**config.mk**
```make
export PLATFORM = sky130hd
export DESIGN_NAME = dvi_decoder
export DESIGN_NICKNAME = d
export VERILOG_FILES = /design/src/rtl/dvi_pkg.sv /design/src/rtl/tmds_word_aligner.sv /design/src/rtl/dvi_decoder.sv
export SDC_FILE = /design/constraint.sdc
export NUM_CORES = 1
export LEC_CHECK = 0
export ABC_AREA = 0
export BUFFER_PORTS_ARGS = -buffer_cell sky130_fd_sc_hd__buf_2
export CAP_MARGIN = 20
export CORE_MARGIN = 2
export CORE_UTILIZATION = 55
export DETAILED_ROUTE_END_ITERATION = 6
export PLACE_DENSITY_LB_ADDON = 0.1
export SLEW_MARGIN = 5
export SYNTH_ARGS = -nofsm -noshare
export SYNTH_HDL_FRONTEND = slang
export SYNTH_SLANG_ARGS = --single-unit
```
**constraint.sdc**
```tcl
create_clock -name clkin -period 2.5 [get_ports clkin]
set_input_delay 0.125 -clock clkin [delete_from_list [all_inputs] [get_ports clkin]]
set_output_delay 0.125 -clock clkin [all_outputs]
set_load 0.05 [all_outputs]
```
**src/rtl/dvi_pkg.sv**
```systemverilog
// rtl/dvi_pkg.sv - TMDS control tokens, aligner states and default timing for the DVI receive path
package dvi_pkg;

   localparam logic [9:0] CTRL_TOKEN_00 = 10'b1101010100;
   localparam logic [9:0] CTRL_TOKEN_01 = 10'b0010101011;
   localparam logic [9:0] CTRL_TOKEN_10 = 10'b0101010100;
   localparam logic [9:0] CTRL_TOKEN_11 = 10'b1010101011;

   localparam int DEF_CTRL_RUN       = 8;
   localparam int DEF_SEARCH_TIMEOUT = 4096;
   localparam int DEF_LOCK_TIMEOUT   = 65536;

   typedef enum logic [1:0] {
      SEARCH = 2'd0,
      VERIFY = 2'd1,
      LOCKED = 2'd2
   } align_state_e;

   function automatic logic is_ctrl_token(input logic [9:0] w);
      return (w == CTRL_TOKEN_00) || (w == CTRL_TOKEN_01) ||
             (w == CTRL_TOKEN_10) || (w == CTRL_TOKEN_11);
   endfunction

   // Returns {c1, c0}; non-token words map to 00 and must be filtered by the caller.
   function automatic logic [1:0] ctrl_of_token(input logic [9:0] w);
      logic [1:0] c;
      case (w)
         CTRL_TOKEN_01: c = 2'b01;
         CTRL_TOKEN_10: c = 2'b10;
         CTRL_TOKEN_11: c = 2'b11;
         default:       c = 2'b00;
      endcase
      return c;
   endfunction

endpackage

```
**src/rtl/tmds_word_aligner.sv**
```systemverilog
// rtl/tmds_word_aligner.sv - finds the TMDS word boundary by locking onto control-token runs
// Optional relock statistics counter enabled by DVI_DECODER_STATS_EN.
module tmds_word_aligner
   import dvi_pkg::*;
#(
   parameter int CTRL_RUN       = DEF_CTRL_RUN,
   parameter int SEARCH_TIMEOUT = DEF_SEARCH_TIMEOUT,
   parameter int LOCK_TIMEOUT   = DEF_LOCK_TIMEOUT
) (
   input  logic        clk_i,
   input  logic        rst_i,
   input  logic [9:0]  raw_i,
   output logic [9:0]  aligned_o,
   output logic        locked_o,
   output logic [3:0]  bit_offset_o
`ifdef DVI_DECODER_STATS_EN
   ,
   output logic [15:0] relock_cnt_o
`endif
);

   localparam int RUN_W  = $clog2(CTRL_RUN + 1);
   localparam int SRCH_W = $clog2(SEARCH_TIMEOUT);
   localparam int WD_W   = $clog2(LOCK_TIMEOUT);
   localparam logic [RUN_W-1:0]  RUN_FULL  = RUN_W'(CTRL_RUN);
   localparam logic [SRCH_W-1:0] SRCH_LAST = SRCH_W'(SEARCH_TIMEOUT - 1);
   localparam logic [WD_W-1:0]   WD_LAST   = WD_W'(LOCK_TIMEOUT - 1);

   logic [9:0]        cur_q, prev_q, aligned_q, aligned_d;
   align_state_e      state_q;
   logic [3:0]        offset_q, offset_adv;
   logic [RUN_W-1:0]  run_q, run_inc;
   logic              run_full;
   logic [SRCH_W-1:0] search_q;
   logic [WD_W-1:0]   wd_q;
   logic              locked_q;
   logic              tok;
   logic              wd_expire;

   always_comb begin
      // prev holds the earlier serial bits, so offset 0 is prev unchanged.
      aligned_d  = 10'({cur_q, prev_q} >> offset_q);
      tok        = is_ctrl_token(aligned_q);
      offset_adv = (offset_q == 4'd9) ? 4'd0 : offset_q + 4'd1;
      run_inc    = (run_q >= RUN_FULL) ? RUN_FULL : run_q + 1'b1;
      run_full   = (run_inc == RUN_FULL);
      wd_expire  = (state_q == LOCKED) && (wd_q == WD_LAST);
   end

   always_ff @(posedge clk_i) begin
      if (rst_i) begin
         cur_q     <= '0;
         prev_q    <= '0;
         aligned_q <= '0;
         state_q   <= SEARCH;
         offset_q  <= '0;
         run_q     <= '0;
         search_q  <= '0;
         wd_q      <= '0;
         locked_q  <= 1'b0;
      end else begin
         cur_q     <= raw_i;
         prev_q    <= cur_q;
         aligned_q <= aligned_d;
         case (state_q)
            SEARCH: begin
               if (tok) begin
                  state_q  <= VERIFY;
                  run_q    <= RUN_W'(1);
                  search_q <= '0;
               end else if (search_q == SRCH_LAST) begin
                  offset_q <= offset_adv;
                  run_q    <= '0;
                  search_q <= '0;
                  wd_q     <= '0;
               end else begin
                  search_q <= search_q + 1'b1;
               end
            end
            VERIFY: begin
               if (!tok) begin
                  state_q  <= SEARCH;
                  offset_q <= offset_adv;
                  run_q    <= '0;
                  search_q <= '0;
                  wd_q     <= '0;
               end else begin
                  run_q <= run_inc;
                  if (run_full) begin
                     state_q  <= LOCKED;
                     locked_q <= 1'b1;
                     wd_q     <= '0;
                  end
               end
            end
            LOCKED: begin
               // Expiry wins over a run completing in the same cycle.
               if (wd_expire) begin
                  state_q  <= SEARCH;
                  locked_q <= 1'b0;
                  offset_q <= offset_adv;
                  run_q    <= '0;
                  search_q <= '0;
                  wd_q     <= '0;
               end else begin
                  run_q <= tok ? run_inc : '0;
                  wd_q  <= (tok && run_full) ? '0 : wd_q + 1'b1;
               end
            end
            default: begin
               state_q  <= SEARCH;
               locked_q <= 1'b0;
            end
         endcase
      end
   end

   assign aligned_o    = aligned_q;
   assign locked_o     = locked_q;
   assign bit_offset_o = offset_q;

`ifdef DVI_DECODER_STATS_EN
   logic [15:0] relock_q;

   always_ff @(posedge clk_i) begin
      if (rst_i) begin
         relock_q <= '0;
      end else if (wd_expire && (relock_q != 16'hFFFF)) begin
         relock_q <= relock_q + 16'd1;
      end
   end

   assign relock_cnt_o = relock_q;
`endif

endmodule

```
**src/rtl/dvi_decoder.sv**
```systemverilog
// rtl/dvi_decoder.sv - per-channel TMDS receive decoder: word alignment, data/control decode
// Optional relock_cnt output enabled by DVI_DECODER_STATS_EN.
module dvi_decoder
   import dvi_pkg::*;
#(
   parameter int CTRL_RUN       = DEF_CTRL_RUN,
   parameter int SEARCH_TIMEOUT = DEF_SEARCH_TIMEOUT,
   parameter int LOCK_TIMEOUT   = DEF_LOCK_TIMEOUT
) (
   input  logic        clkin,
   input  logic        rstin,
   input  logic [9:0]  raw_10bit,
   output logic [7:0]  dout,
   output logic        c0,
   output logic        c1,
   output logic        de,
   output logic        locked,
   output logic [3:0]  bit_offset
`ifdef DVI_DECODER_STATS_EN
   ,
   output logic [15:0] relock_cnt
`endif
);

   logic [9:0] aligned;
   logic [7:0] q, data_d, dout_d, dout_q;
   logic [1:0] tok_c;
   logic       de_d, de_q, c0_d, c0_q, c1_d, c1_q;

   tmds_word_aligner #(
      .CTRL_RUN       (CTRL_RUN),
      .SEARCH_TIMEOUT (SEARCH_TIMEOUT),
      .LOCK_TIMEOUT   (LOCK_TIMEOUT)
   ) u_aligner (
      .clk_i        (clkin),
      .rst_i        (rstin),
      .raw_i        (raw_10bit),
      .aligned_o    (aligned),
      .locked_o     (locked),
      .bit_offset_o (bit_offset)
`ifdef DVI_DECODER_STATS_EN
      ,
      .relock_cnt_o (relock_cnt)
`endif
   );

   always_comb begin
      q         = aligned[9] ? ~aligned[7:0] : aligned[7:0];
      data_d    = '0;
      data_d[0] = q[0];
      for (int i = 1; i < 8; i++) begin
         data_d[i] = aligned[8] ? (q[i] ^ q[i-1]) : ~(q[i] ^ q[i-1]);
      end
      tok_c  = ctrl_of_token(aligned);
      dout_d = '0;
      de_d   = 1'b0;
      c0_d   = 1'b0;
      c1_d   = 1'b0;
      if (locked) begin
         if (is_ctrl_token(aligned)) begin
            c1_d = tok_c[1];
            c0_d = tok_c[0];
         end else begin
            // Sync bits keep the last token value across active video.
            dout_d = data_d;
            de_d   = 1'b1;
            c0_d   = c0_q;
            c1_d   = c1_q;
         end
      end
   end

   always_ff @(posedge clkin) begin
      if (rstin) begin
         dout_q <= '0;
         de_q   <= 1'b0;
         c0_q   <= 1'b0;
         c1_q   <= 1'b0;
      end else begin
         dout_q <= dout_d;
         de_q   <= de_d;
         c0_q   <= c0_d;
         c1_q   <= c1_d;
      end
   end

   assign dout = dout_q;
   assign de   = de_q;
   assign c0   = c0_q;
   assign c1   = c1_q;

endmodule
```
* Word level (Yosys, flattened, before mapping)
Cells that the tools add are included.
Word-level totals: register bits 80, latch bits 0, RAM bits 0, ROM bits 0, input port bits 12, output and inout bits 16, word-level logic and storage cells 113, memories kept 0
Cells by class: add/subtract/negate cells 4, multipliers 0, div/mod/pow operators 0, order comparisons 1, equality and inequality tests 19, shifts and indexed selects 1, multiplexer cells 43, bitwise logic cells 17, reduce and logical (&&, ||, !) cells 15
Operator list (count):
- two-way mux 16 bit | 6
- two-way mux 12 bit | 4
- case mux 16 bit (3 select lines) | 1
- two-way mux 4 bit | 10
- case mux 12 bit (3 select lines) | 1
- case mux 4 bit (3 select lines) | 2
- equality test 10 bit (second input constant) | 2
- right shift 20 x 4 -> 10 bit | 1
- adder 16 x 1 -> 16 bit (second input constant) | 1
- equality test 16 bit (second input constant) | 1
- adder 12 x 1 -> 12 bit (second input constant) | 1
- equality test 12 bit (second input constant) | 1
- case mux 2 bit (3 select lines) | 2
- two-way mux 1 bit | 11
- equality test 10 x 8 -> 1 bit (second input constant) | 1
- equality test 10 x 9 -> 1 bit (second input constant) | 1
- inequality test 2 x 1 -> 1 bit (second input constant) | 5
- inverter 1 bit | 9
- adder 4 x 1 -> 4 bit (second input constant) | 2
- equality test 4 bit (second input constant) | 2
- two-way mux 2 bit | 4
- two-way mux 8 bit | 1
- inverter 8 bit | 1
- AND reduction 4 bit | 2
- other kinds (17) | 28

* Depth between registers and ports, before layout
depth in word-level cells 8, mapped depth 10, depth with buffers taken out 7

* Modules after synthesis
Synthesis repeated with hierarchy kept, for this count alone.
Unflattened totals: cell total of the unflattened synthesis 476, area total of the unflattened synthesis 4164.0 sq um
Modules (own cells, without submodules):
- tmds_word_aligner | times used 1, cells each 427, area an instance 3683.5 sq um, seq. area each 1381.3 sq um
- dvi_decoder | times used 1, cells each 49, area an instance 480.5 sq um, seq. area each 220.2 sq um

* Worst setup path after synthesis
OpenSTA, ideal clock, no wires.
path kind register to register, start point reg u_aligner.offset_q[1], in the netlist u_aligner.bit_offset_o[1], end point reg u_aligner.aligned_q[2], in the netlist u_aligner.aligned_o[2], library setup time 0.137 ns, arrival 2.366 ns, required time 2.363 ns, path slack -0.003 ns, cell stages (with the launch flop) 7, buffers on the path 3, clock period less this slack 2.503 ns, cell sequence dfxtp_1 clkbuf_1 clkbuf_1 clkbuf_1 mux4_2 a211oi_1 a211oi_1
Between the ends: longest elaborated chain between the ends 1
Ends and longest elaborated chain:
- from (decl) | line tmds_word_aligner.sv:31 | logic [3:0] offset_q, offset_adv;
- from (signal assigned) | line tmds_word_aligner.sv:72 | offset_q <= offset_adv;
- from (signal assigned) | line tmds_word_aligner.sv:83 | offset_q <= offset_adv;
- from (signal assigned) | line tmds_word_aligner.sv:101 | offset_q <= offset_adv;
- right shift 20 x 4 -> 10 bit | line tmds_word_aligner.sv:42 | aligned_d = 10'({cur_q, prev_q} >> offset_q);
- to (signal assigned) | line tmds_word_aligner.sv:64 | aligned_q <= aligned_d;
- to (decl) | line tmds_word_aligner.sv:29 | logic [9:0] cur_q, prev_q, aligned_q, aligned_d;
No other way between the ends. A chain may end at the register's enable or synchronous reset.

* Worst setup path in the final report
start point reg u_aligner.search_q[1], end point reg u_aligner.wd_q[15]
Between the ends: longest elaborated chain between the ends 3
Ends and longest elaborated chain:
- from (decl) | line tmds_word_aligner.sv:34 | logic [SRCH_W-1:0] search_q;
- from (signal assigned) | line tmds_word_aligner.sv:77 | search_q <= search_q + 1'b1;
- equality test 12 bit | line tmds_word_aligner.sv:71 | end else if (search_q == SRCH_LAST) begin
- inequality test 2 x 1 -> 1 bit (no source line)
- AND reduction 4 bit (no source line)
- to (signal assigned) | line tmds_word_aligner.sv:107 | wd_q <= (tok && run_full) ? '0 : wd_q + 1'b1;
- to (decl) | line tmds_word_aligner.sv:35 | logic [WD_W-1:0] wd_q;
No other way between the ends.

==> results.cfg <==
[timing]
rsz0062_at_grt = true
report.final.slew_viol_count = 0
fmax_ghz = 0.4102
finalSetupViolCount = 0
fin_crit_ns = 2.438
worst_slack_ns = 0.06187
holdWs_ns = 0.1545
finalHoldViolations = 0
skew_ns = 0.01061
relSlewSlack_pct = 51.18
finalCritPeriodShare_pct = 97.53
worst_pin_slew_ns = 0.7313

[floorplanning]
die_h_um = 92.61
row_count = 32
initial_core_util_pct = 56.46
ios = 28
core_um2 = 7647
die_area_um2 = 8576
fp.dieW_um = 92.61

[synth]
avgSynthCellArea_um2 = 9.167
postSynth.asyncResetShare_pct = 0
synthTopCellsByCount = 80 x dfxtp_1, 37 x nor2_1, 32 x a211oi_1
synth_top_family_by_area = simple AND/OR/NAND/NOR gates
netlist_instances = 471
syn_nets = 499
synth_compound_area_share_pct = 17.59
synth.most_common_cell = dfxtp_1
netlist_area_um2 = 4318
synth_edf_count = 0
yosys_warnings = 0
synthAdderAreaFrac_pct = 4.636
synth_cell_type_count = 54
synth_ff_type = dfxtp_1
ys_ff_latch = 80
synth_area_leader_cell = dfxtp_1
ys_seq_area_share_pct = 37.09
synth-simple-area-share_pct = 22.52
synth_mux_area_share_pct = 10.11
synth_top_area_share_pct = 37.09
synth.area.top_cells = dfxtp_1 37%, mux4_2 6.3%, a211oi_1 5.6%
synth_xor_xnor_area_share_pct = 2.840

[critical_path]
worst_r2r_path_depth = 6
rrSetupSlack_ns = 0.06
path_class = reg2reg
r2r_start = u_aligner.search_q[1]$_SDFFE_PP0P_
slowest_stage = or4_4
cp-end-kind = flip-flop
critical_path.max_stage_delay_ns = 0.51
critPathLaunchType = flip-flop
reg2reg_to = u_aligner.wd_q[15]$_SDFFE_PP0P_
critPathArrivalTime_ns = 2.70
crit_fanout = 9
path_cells = ha_1 > nand4_1 > or4_4 > o31a_2 > or4_1 > a211oi_1
path_buf_inv = 0
worst_ep_required_time_ns = 2.76
crit_family = simple AND/OR/NAND/NOR gates

[power_and_ir_drop]
p_int_mw = 1.841
clkPwrFrac_pct = 40.2
leakagePower_nw = 1.831
switchingPower_mw = 0.5798
combPwrFrac_pct = 5.4
peakVddDrop_uv = 344.7
seqPwrFrac_pct = 54.4
switching_share_pct = 23.95
power_density_nw_per_um2 = 481.1

[job]
maxCapViolCount = 0

[finish]
nFillCells = 636
nets = 549
drive_gt1_share_pct = 20.53
area_growth_pct = 16.52
antenna_cells = 0
finalNonFillerCells = 628

[worst_hold_path]
min_path_type = in2reg
min_path_cells = 2
hp-start = rstin
holdPathEnd = u_aligner.cur_q[9]$_SDFF_PP0_

[place]
placed_cells = 599
gp_congestion = 0.8437
dp_hpwl_mm = 6.470
io_buffers = 27
preCtsSetupSlack_ns = 0.08080

[global_route]
grt_use_total_pct = 22.64
antenna_found_initial = 0
grt_pass1_vias = 3384
grt_max_degree = 41
grt_overflow_total = 0
grt_first_pass_wirelength_mm = 15.87

[clock_network]
cts_buffers = 9
clkTransAtPathRegs_ns = 0.09
cts_tree = yes
clock_sinks = 80
insertion_delay_ns = 0.34
clockBufferDepth = 2
ctsHtreeMaxLevel = 3
cts_setup_buffers = 0
cts_root_buf = clkbuf_8

[outcome]
status = completed

[detailed_routing]
wl_per_cell_um = 15.29
first_iter_violations = 140
routed_via_density = 5.912
wirelength_mm = 9.602
drtAntennaViolNets = 0
num_vias = 3713
detail_route.first_pass.iterations = 4
post-route-drc-count = 0
-- layout make-up --
type                       instances  area, um^2  share of cell area [%]
clock buffer                       9       123.9                   2.462
clock inverter                     7       80.08                   1.592
inverter                          25       93.84                   1.865
multi-input combinational        339        2537                   50.44
sequential                        80        1603                   31.86
tap                              102       127.6                   2.537
timing repair buffer              66       465.4                   9.251
-- how the worst max path moves through the flow --
stage	start	to	slack (ns)	cells past startpoint
2_1_floorplan	u_aligner.bit_offset_o[1]$_SDFFE_PP0P_	u_aligner.aligned_o[2]$_SDFF_PP0_	0.12	6
3_3_place_gp	u_aligner.search_q[0]$_SDFFE_PP0P_	u_aligner.wd_q[3]$_SDFFE_PP0P_	0.12	6
3_5_place_dp	u_aligner.search_q[0]$_SDFFE_PP0P_	u_aligner.wd_q[7]$_SDFFE_PP0P_	0.08	6
4_1_cts	u_aligner.search_q[0]$_SDFFE_PP0P_	u_aligner.wd_q[14]$_SDFFE_PP0P_	0.02	6
5_1_grt	u_aligner.search_q[1]$_SDFFE_PP0P_	u_aligner.wd_q[8]$_SDFFE_PP0P_	-0.02	6
6_report	u_aligner.search_q[1]$_SDFFE_PP0P_	u_aligner.wd_q[15]$_SDFFE_PP0P_	0.06	6
-- kinds of logic (layout without fill, tap and decap cells) --
logic type      count (synthesis)  in the layout
xor+xnor                       14             14
flops                          80             80
simple gates                  168            168
mux                            28             28
buf+inv                        55            107
compound gates                110            113
fa+ha+maj                      16             16
-- timing repair --
item | 4_1_cts | 5_1_grt
hold endpoints to repair | 10 | 0
hold buffers | 10 | 0
gates resized for setup | 0 | 5
setup endpoints to repair | 0 | 22
-- worst reg2reg max path, cell delays in order (launching register included) --
cell,delay (ns)
dfxtp_1,0.36
ha_1,0.17
nand4_1,0.15
or4_4,0.51
o31a_2,0.44
or4_1,0.49
a211oi_1,0.24
-- flip-flops by register name, summed over array words and instances (netlist names) --
| signal | count |
|---|---|
| u_aligner.bit_offset_o | 4 |
| u_aligner.cur_q | 10 |
| u_aligner.locked_o | 1 |
| u_aligner.run_q | 4 |
| u_aligner.state_q | 2 |
| u_aligner.wd_q | 16 |
| dout | 8 |
| c1 | 1 |
| u_aligner.prev_q | 10 |
| u_aligner.search_q | 12 |
| c0 | 1 |
| u_aligner.aligned_o | 10 |
| de | 1 |
-- power groups by stage --
| stage | Combinational, mW | Clock [mW] | Sequential (mW) |
|---|---|---|---|
| 3_3_place_gp | 0.114 | 0 | 1.35 |
| 3_5_place_dp | 0.116 | 0 | 1.35 |
| 2_1_floorplan | 0.0858 | 0 | 1.34 |
| 5_1_grt | 0.144 | 1.05 | 1.32 |
| 4_1_cts | 0.128 | 0.994 | 1.32 |
| 6_report | 0.130 | 0.973 | 1.32 |
-- stage by stage --
step,instance area (um^2),total power [mW],utilization [%],TNS (ns)
3_3_place_gp,4679,1.461,61.19,0
4_1_cts,4984,2.439,65.17,0
5_1_grt,5031,2.518,65.79,-0.1097
2_1_floorplan,4319,1.427,-,0
3_5_place_dp,4679,1.463,61.19,0
6_report,5031,2.421,65.79,0
-- metal layers --
metal,up-vias,routed length (um),GRT usage [%]
met5,-,0,0
met4,0,94,5.348
met3,10,492,3.906
met2,88,4552,39.17
met1,1734,4464,29.53
li1,1881,-,-
-- layout by cell type (no fill, tap or decap), types with 4 or more instances in the layout --
cell | netlist | final
ha_1 | 16 | 16
inv_1 | 23 | 23
mux4_2 | 12 | 12
mux2i_1 | 11 | 11
or4b_1 | 5 | 5
buf_2 | 3 | 27
a211oi_2 | 1 | 4
and3_1 | 9 | 9
nor4_1 | 6 | 6
clkbuf_8 | 0 | 9
nand2_1 | 13 | 13
nand3_1 | 19 | 19
a211oi_1 | 32 | 29
nor2b_1 | 25 | 25
nand4_1 | 8 | 8
or4_1 | 20 | 20
and2_1 | 4 | 4
dlygate4sd3_1 | 0 | 10
dfxtp_1 | 80 | 79
o31ai_1 | 18 | 18
buf_4 | 0 | 28
xnor2_1 | 12 | 12
a21oi_1 | 24 | 24
or3_1 | 6 | 6
nor2_1 | 37 | 37
o21ai_0 | 13 | 13
mux2_2 | 5 | 5
No activity file was read; power rests on OpenSTA's default activity.
